$ cat src/rtl/burst_packer.sv
// Collects 4-beat memory read bursts into packets and queues them in a small FIFO
// toward a crossbar port. Define BURST_PACKER_PARITY_EN to add the pkt_par output.
module burst_packer #(
    parameter int DW    = 8,
    parameter int DEPTH = 4
) (
    input  logic            clk,
    input  logic            rst,
    input  logic            rd_vld,
    input  logic            rd_first,
    input  logic [DW-1:0]   rd_data,
    output logic            req,
    output logic            pkt_valid,
    input  logic            pkt_ready,
    output logic [4*DW-1:0] pkt_data,
    output logic [1:0]      pkt_dest,
    output logic            err,
`ifdef BURST_PACKER_PARITY_EN
    output logic            ovf,
    output logic            pkt_par
`else
    output logic            ovf
`endif
);

    localparam int AW = $clog2(DEPTH);
    localparam int CW = AW + 1;
    localparam logic [CW-1:0] FULL = CW'(DEPTH);

    typedef enum logic {
        IDLE,
        COLLECT
    } state_t;

    state_t          state_q, state_d;
    logic [1:0]      beat_cnt_q, beat_cnt_d;
    logic [2:0]      beat_we;
    logic            complete;
    logic            err_q, err_d;
    logic            ovf_q, ovf_d;
    logic            push_q, push_d;
    logic            req_q, req_d;
    logic [DW-1:0]   beats_q [3];
    logic [4*DW-1:0] pend_q;
    logic [4*DW-1:0] mem_q [DEPTH];
    logic [AW-1:0]   wr_ptr_q, rd_ptr_q;
    logic [CW-1:0]   count_q, count_d;
    logic            full;
    logic            pop;
    logic            push_acc;

    always_ff @(posedge clk) begin
        if (!rst) begin
            state_q    <= IDLE;
            beat_cnt_q <= '0;
            err_q      <= 1'b0;
            ovf_q      <= 1'b0;
            push_q     <= 1'b0;
            req_q      <= 1'b0;
            wr_ptr_q   <= '0;
            rd_ptr_q   <= '0;
            count_q    <= '0;
        end else begin
            state_q    <= state_d;
            beat_cnt_q <= beat_cnt_d;
            err_q      <= err_d;
            ovf_q      <= ovf_d;
            push_q     <= push_d;
            req_q      <= req_d;
            count_q    <= count_d;
            if (push_acc) wr_ptr_q <= wr_ptr_q + AW'(1);
            if (pop)      rd_ptr_q <= rd_ptr_q + AW'(1);
        end
    end

    // A new rd_first always restarts assembly at beat 0, whatever the state.
    always_comb begin
        state_d    = state_q;
        beat_cnt_d = beat_cnt_q;
        err_d      = err_q;
        beat_we    = 3'b000;
        complete   = 1'b0;
        if (rd_vld) begin
            case (state_q)
                IDLE: begin
                    if (rd_first) begin
                        state_d    = COLLECT;
                        beat_cnt_d = 2'd1;
                        beat_we    = 3'b001;
                    end else begin
                        err_d = 1'b1;
                    end
                end
                COLLECT: begin
                    if (rd_first) begin
                        err_d      = 1'b1;
                        beat_cnt_d = 2'd1;
                        beat_we    = 3'b001;
                    end else if (beat_cnt_q == 2'd3) begin
                        complete   = 1'b1;
                        state_d    = IDLE;
                        beat_cnt_d = 2'd0;
                    end else begin
                        beat_cnt_d = beat_cnt_q + 2'd1;
                        beat_we    = 3'b001 << beat_cnt_q;
                    end
                end
                default: begin
                    state_d    = IDLE;
                    beat_cnt_d = 2'd0;
                end
            endcase
        end
    end

    always_comb begin
        full     = (count_q == FULL);
        pop      = pkt_valid && pkt_ready;
        push_acc = push_q && (!full || pop);
        push_d   = complete;
        ovf_d    = ovf_q || (push_q && full && !pop);
        count_d  = count_q;
        if (push_acc && !pop) begin
            count_d = count_q + CW'(1);
        end else if (!push_acc && pop) begin
            count_d = count_q - CW'(1);
        end
        req_d = (state_d == IDLE) && !push_d && (count_d < FULL);
    end

    // Beat 3 goes straight into the staging register; it is never held in beats_q.
    always_ff @(posedge clk) begin
        for (int i = 0; i < 3; i++) begin
            if (beat_we[i]) beats_q[i] <= rd_data;
        end
        if (complete) pend_q <= {rd_data, beats_q[2], beats_q[1], beats_q[0]};
        if (push_acc) mem_q[wr_ptr_q] <= pend_q;
    end

    assign pkt_valid = (count_q != '0);
    assign pkt_data  = pkt_valid ? mem_q[rd_ptr_q] : '0;
    assign pkt_dest  = pkt_data[1:0];
    assign req       = req_q;
    assign err       = err_q;
    assign ovf       = ovf_q;

`ifdef BURST_PACKER_PARITY_EN
    logic par_q [DEPTH];

    always_ff @(posedge clk) begin
        if (push_acc) par_q[wr_ptr_q] <= ^pend_q;
    end

    assign pkt_par = pkt_valid ? par_q[rd_ptr_q] : 1'b0;
`endif

endmodule
$ cat config.mk
export PLATFORM = sky130hd
export DESIGN_NAME = burst_packer
export DESIGN_NICKNAME = d
export VERILOG_FILES = /design/src/rtl/burst_packer.sv
export SDC_FILE = /design/constraint.sdc
export NUM_CORES = 1
export LEC_CHECK = 0
export ABC_AREA = 0
export CORE_MARGIN = 4
export CORE_UTILIZATION = 25
export DETAILED_ROUTE_END_ITERATION = 12
export HOLD_SLACK_MARGIN = 0.1
export PLACE_DENSITY = 0.47
export SYNTH_ARGS = -nofsm -noshare
export SYNTH_HDL_FRONTEND = slang
export SYNTH_SLANG_ARGS = --single-unit
$ cat constraint.sdc
create_clock -name clk -period 2.6 [get_ports clk]
set_input_delay 0.52 -clock clk [delete_from_list [all_inputs] [get_ports clk]]
set_output_delay 0.52 -clock clk [all_outputs]
set_load 0.005 [all_outputs]
Word level (Yosys, flattened, before mapping)
Memories as Yosys holds them, arrays and structs flattened. A register that Yosys moved wholly into a read port is not among the register bits.
Index checks and enable logic that the tools add are counted.
{"block": "word_totals", "reg_bits": 46, "ramBits": 152, "elab_cells": 77, "n_memories": 2}
{"block": "classes", "addsub": 5, "order_cmp": 1, "n_eq_ne": 5, "n_shift": 1, "muxes": 34, "bitwise_logic": 2, "reduce_logical": 17}
{"name": "mem_q", "depth": 4, "word_bits": 32, "read_ports": 1, "rd_ports_with_merged_regs": 1, "wr": 1, "line_no": "45", "source": "logic [4*DW-1:0] mem_q [DEPTH];"}
{"name": "beats_q", "depth": 3, "word_bits": 8, "read_ports": 3, "rd_ports_with_merged_regs": 3, "wr": 3, "line_no": "43", "source": "logic [DW-1:0] beats_q [3];"}
{"cell": "2-to-1 mux 32 bit", "count": 1}
{"cell": "2-to-1 mux 1 bit", "count": 19}
{"cell": "2-to-1 mux 3 bit", "count": 5}
{"cell": "2-to-1 mux 2 bit", "count": 5}
{"cell": "logical AND 1 bit", "count": 8}
{"cell": "adder 2 x 1 -> 2 bit, second input constant", "count": 3}
{"cell": "inequality test 2 bit, second input constant", "count": 3}
{"cell": "one-hot mux 3 bit (2 select lines)", "count": 1}
{"cell": "logical NOT 1 bit", "count": 4}
{"cell": "one-hot mux 1 bit (2 select lines)", "count": 2}
{"cell": "one-hot mux 2 bit (2 select lines)", "count": 1}
{"cell": "adder 3 x 1 -> 3 bit, second input constant", "count": 1}
{"cell": "equality test 3 bit, second input constant", "count": 1}
{"cell": "less-than comparator 3 bit, second input constant", "count": 1}
{"cell": "AND reduction 3 bit", "count": 1}
{"cell": "nonzero test 3 bit", "count": 1}
{"cell": "<< shifter 1 x 2 -> 3 bit, first input constant", "count": 1}
{"cell": "subtractor 3 x 1 -> 3 bit, second input constant", "count": 1}
{"cell": "equality test 2 bit, second input constant", "count": 1}
{"cell": "logical OR 1 bit", "count": 2}
{"cell": "inverter 1 bit", "count": 2}
{"cell": "AND reduction 2 bit", "count": 1}

Logic depth before layout (Yosys ltp)
Gate-level depths: netlist of run 1.
{"block": "depth", "word_depth": 10, "ltp_mapped": 8}

Worst setup path before layout of run 1
OpenSTA, ideal clock, no wires.
{"block": "synth_timing", "path_type": "reg2reg", "start": "register count_q[1]", "end": "memory mem_q[0][0] (netlist bit), enable pin", "setup_ns": 0.392, "arrival_time_ns": 1.761, "slack_ns": 0.447, "path_stages_with_launch": 6, "period_less_slack_ns": 2.153, "path_cell_list": "dfxtp_1 -> inv_1 -> ha_1 -> buf_2 -> nand3b_1 -> and3_1"}
{"block": "synth_between", "elab_chain_cells": 6, "word_cells_on_any_way": 8}
{"element": "start: declaration", "line_no": "47", "source": "logic [CW-1:0] count_q, count_d;"}
{"element": "start signal: assignment", "line_no": "70", "source": "count_q <= count_d;"}
{"element": "equality test 3 bit or nonzero test 3 bit (tied branches)", "line_no": "117, 140"}
{"element": "logical NOT 1 bit or logical AND 1 bit (tied branches)", "line_no": "119, 118"}
{"element": "logical OR 1 bit (*)", "line_no": "119", "source": "push_acc = push_q && (!full || pop);"}
{"element": "logical AND 1 bit (*)", "line_no": "119"}
{"element": "2-to-1 mux 1 bit (*)", "line_no": "137", "source": "if (push_acc) mem_q[wr_ptr_q] <= pend_q;"}
{"element": "2-to-1 mux 1 bit (not written as such) (*)", "line_no": "137"}
{"element": "end: declaration", "line_no": "45"}
Every way passes the cells marked *; elsewhere a longest branch is shown, timed or not.

==> results of run 1 <==
==> how the worst min path moves through the flow <==
stage | start | endpoint | slack (ns) | depth (start not counted)
finish | beats_q[0][17] | pend_q[17] | 0.41 | 0
global route | beats_q[0][5] | pend_q[5] | 0.42 | 0
detailed placement | beats_q[0][7] | pend_q[7] | 0.41 | 0
CTS | beats_q[0][17] | pend_q[17] | 0.42 | 0
global placement | beats_q[0][12] | pend_q[12] | 0.40 | 0
floorplan | beats_q[0][0] | pend_q[0] | 0.40 | 0
==> power by group through the flow <==
stage	Sequential, uW	Clock [uW]	Combinational (uW)
global route	3490	2880	243
detailed placement	3560	0	191
CTS	3490	2750	219
floorplan	3560	0	89.5
global placement	3560	0	189
finish	3490	2680	222
==> synth_stat cells, types with 2 or more instances <==
master    instances  area [um2]
a21oi_1          11       55.05
and2_1           34       212.7
and3_1            7       43.79
buf_12            3       60.06
buf_2             7       35.03
buf_4             3       22.52
clkbuf_1          4       15.01
dfxtp_1          16       320.3
edfxtp_1        184        5525
ha_1             12       150.1
inv_1            14       52.55
mux4_1            2       52.55
mux4_2           30       675.7
nand2_1           4       15.01
nand2b_1          4       25.02
nand3_1           3       15.01
nand3b_1          2       15.01
nor2_1            4       15.01
nor2b_1           7       43.79
o21a_1            4       30.03
o21ai_0           3       15.01
==> metal layers <==
layer | vias to the layer above | wire [um] | track usage [%]
li1 | 1650 | - | -
met1 | 1889 | 6987 | 12.21
met5 | - | 0 | 0
met4 | 0 | 104 | 2.342
met2 | 51 | 8020 | 16.84
met3 | 8 | 488 | 2.584
==> timing repair <==
item                       in CTS  in global routing
pin swaps                       0                  0
setup endpoints to repair      35                 26
buffers inserted                6                  4
hold endpoints to repair        0                  0
resized for setup              57                 23
gates cloned                    5                  0
hold buffers                    0                  0
==> layout make-up <==
cell class,instances,share of cell area [%]
flip-flops and latches,200,61.57
multi-input cells,145,16.12
repair buffers,86,10.16
well taps,390,5.132
clock buffers,17,4.474
clock inverters,15,1.947
inverters,14,0.6053
==> flip-flops by register name (all words and copies together), names as in the netlist, 2 cells and up, named ones only <==
name and count:
pend_q 32, beat_cnt_q 2, count_q 3, beats_q 24
wr_ptr_q 2, mem_q 128, rd_ptr_q 2
==> logic make-up after synthesis <==
group / synth area share [%]
flops: 77.30
simple gates: 5.642
mux: 9.762
buf+inv: 2.598
compound gates: 2.598
fa+ha+maj: 1.985
xor+xnor: 0.1158
==> per-stage QoR <==
stage / utilization, % / setup WS [ns]
global placement: 29.12 / 0.2494
detailed placement: 29.12 / 0.2063
CTS: 31.82 / -0.1083
finish: 32.00 / 0.03346
global route: 32.00 / -0.05068
floorplan: - / 0.4465
==> worst register-to-register path: cells and delay by family (launching register included) <==
kind	cells	cell delay, ns
DFF	1	0.38
adders and majority gates	1	0.17
and+or+nand+nor	2	0.45
buffers and inverters	4	0.56
==> out/qor.yml, run 1 <==
run_status:
  outcome: "finished, final reports clean"
power_and_ir_drop:
  ir_drop_mv: 0.3783
  pwr-share-seq_pct: 54.6
  p_comb_share_pct: 3.5
  p_leak_uw: 0.003233
  p_clk_share_pct: 42.0
  switching_power_uw: 1330
  fin_total_pwr_uw: 6391
  power_density_nw_per_um2: 672.1
  p_int_uw: 5060
  switching_share_pct: 20.82
detailed_routing:
  vias_per_cell: 4.150
  drc: 0
  drtIter0Drc: 242
  drtPass1Iterations: 4
  vias: 3598
  routed_wl_mm: 15.60
  wire_per_inst_um: 17.99
  ant_nets: 0
die:
  die_width_um: 181.9
  pin_count: 51
  design.core.area_um2: 29720
  floorplan.initialDensity_pct: 25.45
  row_count: 63
  die_y_um: 181.9
  dieArea_um2: 33090
clock_network:
  htree_levels: 4
  cts_sinks: 200
  clkSlewWorstSetupHoldPaths_ns: 0.07
  insertion_delay_ns: 0.42
  cts_tree: "built"
  numCtsBuffers: 17
  cts_buffer_depth: 2
  cts_root_buf: "clkbuf_16"
synth:
  synth_area_um2: 7562
  synth_ff_type: "edfxtp_1"
  syn_nets: 402
  synth_edf_count: 184
  syn_inst: 377
  ys_warn_count: 0
  ys_ff_latch: 200
  async_flop_share_pct: 0
  ys_seq_area_share_pct: 77.30
  yosysUniqueCellTypes: 40
  syn_avg_cell_area_um2: 20.06
setup_path:
  critPathRequiredTime_ns: 2.08
  worst-r2r-cell-count: 7
  max_stage_delay_ns: 0.52
  cp-start-kind: "flop"
  r2r_start: "count_q[1]"
  cp_num_buf_inv: 3
  r2r_end: "mem_q[2][20]"
  critPathKind: "reg2out"
  r2r_setup_slack_ns: 0.73
  cp.arrival_ns: 2.05
  worst-path-stages: 5
  critical_path.top_delay_family: "buffers and inverters"
  worst-path-max-fanout: 5
  crit_slowest_cell: "mux4_2"
  worstSetupEndpoint: "pkt_data[18]"
  cp_cell_sequence: "buf_6 > buf_12 > mux4_2 > and2_1 > dlygate4sd2_1"
  end_kind: "output pin"
sta:
  setup_tns_ns: 0
  fin_skew_ns: 0.01216
  finalHoldViolCount: 0
  worstMarginPinSlew_ns: 0.6027
  timing.hold.ws_ns: 0.4150
  fmax_mhz: 389.6
  setup_viol: 0
  rsz0062_at_grt: "true"
  timing.final.crit_share_pct: 98.71
  period_needed_ns: 2.567
  slew_headroom_pct: 59.76
  report.final.slew_viol_count: 0
final_layout:
  layout_commonest_cell: "edfxtp_1"
  final-seq-area_um2: 5854
  diodes: 0
  stdcell_count: 867
  drive_gt1_share_pct: 24.74
  design_area_um2: 9509
  most-common-layout-cells: "184 x edfxtp_1, 32 x mux4_2, 30 x and2_1"
  multi_input_area_um2: 1533
  nFillCells: 2838
  area_delta_synth_final_pct: 25.74
  final_nets: 489
global_routing:
  grt_pass1_vias: 3956
  antenna_found_initial: 0
  grt_max_degree: 34
  grt_overflow: 0
  grt_usage_pct: 9.737
  grt_pass1_wl_mm: 24.13
placement:
  place_inst: 820
  dp.final_hpwl_mm: 9.218
  gp_congestion: 0.6747
  numPortBuffers: 50
  postPlaceCellArea_um2: 8653
min_path:
  hold_class: "reg2reg"
flow_run:
  maxCapViolCount: 0
(Power assumes the default switching activity.)
==> run 2: changes to the inputs <==
- CTS_BUF_LIST: not set -> sky130_fd_sc_hd__clkbuf_4
- PLACE_DENSITY: 0.47 -> 0.45
==> run 2 against run 1 <==
Compared with the run above:
- via count fell by 0.42%
- cell count rose by 0.81%
- combinational power rose by 14%
- register-to-register slack improved by 0.16 ns
- worst setup slack got worse by 0.0013 ns
- critical path type unchanged
- largest cell class unchanged
==> out/qor.yml, run 2 (same netlist as run 1, synthesis figures left out) <==
detailed_routing:
  ant_nets: 0
  met3_length_um: 691
  vias: 3583
  wire_per_inst_um: 17.66
  vias_per_cell: 4.100
  wl_met2_mm: 7.891
  drtIter0Drc: 290
  drc: 0
  drtPass1Iterations: 4
  met1Wirelength_mm: 6.758
  routed_wl_mm: 15.44
  top_layer: "met4"
placement:
  dp.final_hpwl_mm: 8.968
  gp_congestion: 0.6897
  postPlaceCellArea_um2: 8666
  numPortBuffers: 50
global_routing:
  grt_max_degree: 34
  grt_pass1_wl_mm: 23.93
  antenna_found_initial: 0
  grt_usage_pct: 9.698
  grt_pass1_vias: 4034
  grt_overflow: 0
final_layout:
  largest_register: "mem_q"
  top_regs: "mem_q (128), pend_q (32), beats_q (24)"
  design_area_um2: 9319
  diodes: 0
  final_nets: 496
  largest_register_ffs: 128
  most-common-layout-cells: "184 x edfxtp_1, 32 x mux4_2, 31 x buf_6"
  drive_gt1_share_pct: 37.19
  layout_commonest_cell: "edfxtp_1"
  area_delta_synth_final_pct: 23.23
setup_path:
  cp-start-kind: "flop"
  max_stage_delay_ns: 0.54
  cp_cell_sequence: "buf_12 > buf_6 > mux4_2 > and2_4 > buf_6"
  crit_slowest_cell: "mux4_2"
  crit_top_cell: "buf_6"
  end_kind: "output pin"
  critPathRequiredTime_ns: 2.08
  critPathKind: "reg2out"
  cp.arrival_ns: 2.05
  worst-path-max-fanout: 5
power_and_ir_drop:
  p_leak_uw: 0.003072
  ir_drop_mv: 0.2649
  power_density_nw_per_um2: 569.9
sta:
  fmax_mhz: 389.4
  slew_headroom_pct: 60.23
  period_needed_ns: 2.568
  setup_viol: 0
  worstMarginPinSlew_ns: 0.5957
  finalHoldViolCount: 0
  fin_skew_ns: 0.01759
  timing.hold.ws_ns: 0.4357
  report.final.slew_viol_count: 0
  setup_tns_ns: 0
  timing.final.crit_share_pct: 98.76
  rsz0062_at_grt: "true"
clock_network:
  insertion_delay_ns: 0.56
  numCtsBuffers: 17
  htree_levels: 4
  cts_buffer_depth: 2
  cts_root_buf: "clkbuf_4"
  cts_sinks: 200
  cts_tree: "built"
  clkSlewWorstSetupHoldPaths_ns: 0.16
  hold_buffers: 0
die:
  die_y_um: 181.9
  floorplan.initialDensity_pct: 25.45
  row_count: 63
  design.core.area_um2: 29720
  dieArea_um2: 33090
  pin_count: 51
  die_width_um: 181.9
run_status:
  outcome: "finished, final reports clean"
min_path:
  hold_class: "reg2reg"
flow_run:
  maxCapViolCount: 0
## run 2: changes by cell type in the layout (fill, tap and decap cells not counted), sizes merged
cell,delta
buf,+38
dlygate4sd2,-25
inv,+4
clkdlybuf4s15,-3
bufinv,-2
dlymetal6s2s,-2
bufbuf,-1
clkinv,-1
clkinvlp,-1
## run 2: worst max-delay path, delay by kind of cell, from the launching register on
family	cells	cell delay, ns
flip-flops	1	0.46
AND/OR/NAND/NOR	1	0.17
multiplexers	1	0.54
buffers and inverters	3	0.35
## run 2: cell type report
| type | instances | area [um2] |
|---|---|---|
| clock inverter | 15 | 151.4 |
| fill | 2890 | 20400 |
| sequential | 200 | 5852 |
| timing repair buffer | 93 | 1040 |
| clock buffer | 17 | 127.6 |
| tap | 390 | 488.0 |
| inverter | 14 | 55.05 |
| multi-input combinational | 145 | 1605 |
## run 2: path summary, 6_finish.rpt
check | startpoint | to | slack (ns) | cells after the start
min reg2reg | beats_q[0][15] | pend_q[15] | 0.44 | 0
min | beats_q[0][15] | pend_q[15] | 0.44 | 0
max | flop | pkt_data[17] | 0.03 | 5
max reg2reg | count_q[0] | mem_q[1][10] | 0.89 | 6
## run 2: layer usage
metal	vias up	GRT usage [%]
met4	0	2.432
met5	-	0
li1	1662	-
met3	6	2.564
met2	71	16.75
met1	1844	12.14
## run 2: what timing repair did
| item | 4_1_cts | 5_1_grt |
|---|---|---|
| cloned | 5 | 0 |
| endpoints found under the hold margin | 0 | 0 |
| buffers inserted | 19 | 4 |
| setup endpoints to repair | 35 | 33 |
| resized for setup | 206 | 13 |
| pin swaps | 31 | 6 |
## run 2: power breakdown
| part | switching (uW) | internal (uW) | leakage (uW) |
|---|---|---|---|
| registers | 8.67 | 3480 | 0.00179 |
| logic | 105 | 147 | 0.00114 |
| clock network | 1130 | 439 | 0.000148 |
| total | 1240 | 4070 | 0.00307 |
## run 2: metrics by stage
stage / utilization, % / instances / setup WS, ns / total power [uW]
6_report: 31.36 / 874 / 0.03213 / 5311
5_1_grt: 31.36 / 874 / -0.05934 / 5559
4_1_cts: 31.58 / 875 / -0.09053 / 5395
3_5_place_dp: 29.16 / 820 / 0.1897 / 3760
3_3_place_gp: 29.16 / 820 / 0.2524 / 3757
2_1_floorplan: - / 377 / 0.4465 / 3648
==> run 3: changes to the inputs <==
- SKIP_LAST_GASP: not set -> 1
==> run 3 against run 2 <==
Compared with the run above:
- power is 0.21% lower
- via count is 0.89% higher
- core utilization is 0.13 points lower
- combinational power is 3% lower
- non-clock buffer count is 1 lower
- first-iteration DRC count is 2.4% higher
- sequential cell count stayed put
- routed wire length is 0.17% higher
- critical path type unchanged
- largest cell class unchanged
- highest routed layer unchanged
==> out/qor.yml, run 3 (same netlist as run 1, synthesis figures left out) <==
sta:
  worstMarginPinSlew_ns: 0.5952
  rsz0062_at_grt: "true"
  period_needed_ns: 2.571
  fmax_mhz: 388.9
  fin_skew_ns: 0.01687
  timing.final.crit_share_pct: 98.90
  setup_slack_ns: 0.02871
  setup_viol: 0
  timing.hold.ws_ns: 0.4313
  report.final.slew_viol_count: 0
  slew_headroom_pct: 60.27
  finalHoldViolCount: 0
detailed_routing:
  drtPass1Iterations: 4
  vias: 3615
  vias_per_cell: 4.141
  routed_wl_mm: 15.46
  drtIter0Drc: 297
  ant_nets: 0
  wire_per_inst_um: 17.71
  drc: 0
global_routing:
  antenna_found_initial: 0
  grt_pass1_vias: 4030
  grt_usage_pct: 9.698
  grt_max_degree: 34
  grt_pass1_wl_mm: 23.93
  grt_overflow: 0
final_layout:
  stdcell_count: 873
  nFillCells: 2890
  largest_register_ffs: 128
  final_nets: 495
  most-common-layout-cells: "184 x edfxtp_1, 32 x mux4_2, 30 x buf_6"
  diodes: 0
  largest_register: "mem_q"
  drive_gt1_share_pct: 36.85
  area_delta_synth_final_pct: 22.72
  top_regs: "mem_q (128), pend_q (32), beats_q (24)"
  layout_commonest_cell: "edfxtp_1"
  design_area_um2: 9280
die:
  row_count: 63
  pin_count: 51
  design.core.area_um2: 29720
  die_y_um: 181.9
  die_width_um: 181.9
  dieArea_um2: 33090
  floorplan.initialDensity_pct: 25.45
run_status:
  outcome: "finished, final reports clean"
power_and_ir_drop:
  pwr-share-seq_pct: 65.8
  p_comb_share_pct: 4.6
  p_clk_share_pct: 29.5
  fin_total_pwr_uw: 5300
  switching_share_pct: 23.39
  power_density_nw_per_um2: 571.1
  p_int_uw: 4060
  p_leak_uw: 0.003060
  switching_power_uw: 1239
  ir_drop_mv: 0.2532
placement:
  postPlaceCellArea_um2: 8666
  place_inst: 820
  numPortBuffers: 50
  dp.final_hpwl_mm: 8.968
  dp_worst_setup_slack_ns: 0.1897
  gp_congestion: 0.6897
setup_path:
  worst-path-max-fanout: 5
  crit_slowest_cell: "mux4_2"
  max_stage_delay_ns: 0.53
  r2r_setup_slack_ns: 0.89
  cp.arrival_ns: 2.05
  critical_path.top_delay_family: "multiplexers"
  cp-start-kind: "flop"
  end_kind: "output pin"
  cp_num_buf_inv: 3
  cp_cell_sequence: "buf_12 > buf_4 > mux4_2 > and2_4 > buf_2"
  critPathKind: "reg2out"
  critPathRequiredTime_ns: 2.08
clock_network:
  clkSlewWorstSetupHoldPaths_ns: 0.16
  insertion_delay_ns: 0.55
  cts_buffer_depth: 2
  htree_levels: 4
  cts_root_buf: "clkbuf_4"
  cts_sinks: 200
  cts_tree: "built"
  hold_buffers: 0
  numCtsBuffers: 17
min_path:
  hold_class: "reg2reg"
flow_run:
  maxCapViolCount: 0
-- run 3: path summary, 6_finish.rpt --
check,from,endpoint,cells after the start
min,beats_q[0][15],pend_q[15],0
min reg2reg,beats_q[0][15],pend_q[15],0
max reg2reg,count_q[0],mem_q[1][10],6
max,flop,pkt_data[1],5
-- run 3: cell type report --
class / instances / area (um2) / share of cell area [%]
multi-input cells: 145 / 1603 / 17.27
inverters: 14 / 55.05 / 0.5932
well taps: 390 / 488.0 / 5.258
repair buffers: 92 / 1003 / 10.81
flip-flops and latches: 200 / 5852 / 63.06
clock buffers: 17 / 127.6 / 1.375
clock inverters: 15 / 151.4 / 1.631
-- run 3: what timing repair did --
| action | in CTS | in global routing |
|---|---|---|
| gates resized for setup | 197 | 17 |
| setup buffers | 19 | 3 |
| pin swaps | 31 | 6 |
| cloned | 5 | 0 |
| endpoints found under the setup margin | 35 | 33 |
-- run 3: metrics by stage --
stage | util, % | TNS [ns]
detailed placement | 29.16 | 0
global placement | 29.16 | 0
floorplan | - | 0
finish | 31.23 | 0
CTS | 31.48 | -0.8195
global route | 31.23 | -1.134
-- run 3: per-layer routing --
layer | vias up | track usage (%) | routed length, um
met5 | - | 0 | 0
met4 | 0 | 2.432 | 136
met3 | 11 | 2.564 | 580
met2 | 64 | 16.79 | 7881
met1 | 1880 | 12.10 | 6866
li1 | 1660 | - | -
-- run 3: power by group through the flow --
stage               combinational [uW]  clock, uW  sequential (uW)
floorplan                         89.5          0             3560
global placement                   197          0             3560
detailed placement                 199          0             3560
CTS                                262       1640             3490
global route                       267       1790             3490
finish                             244       1570             3490
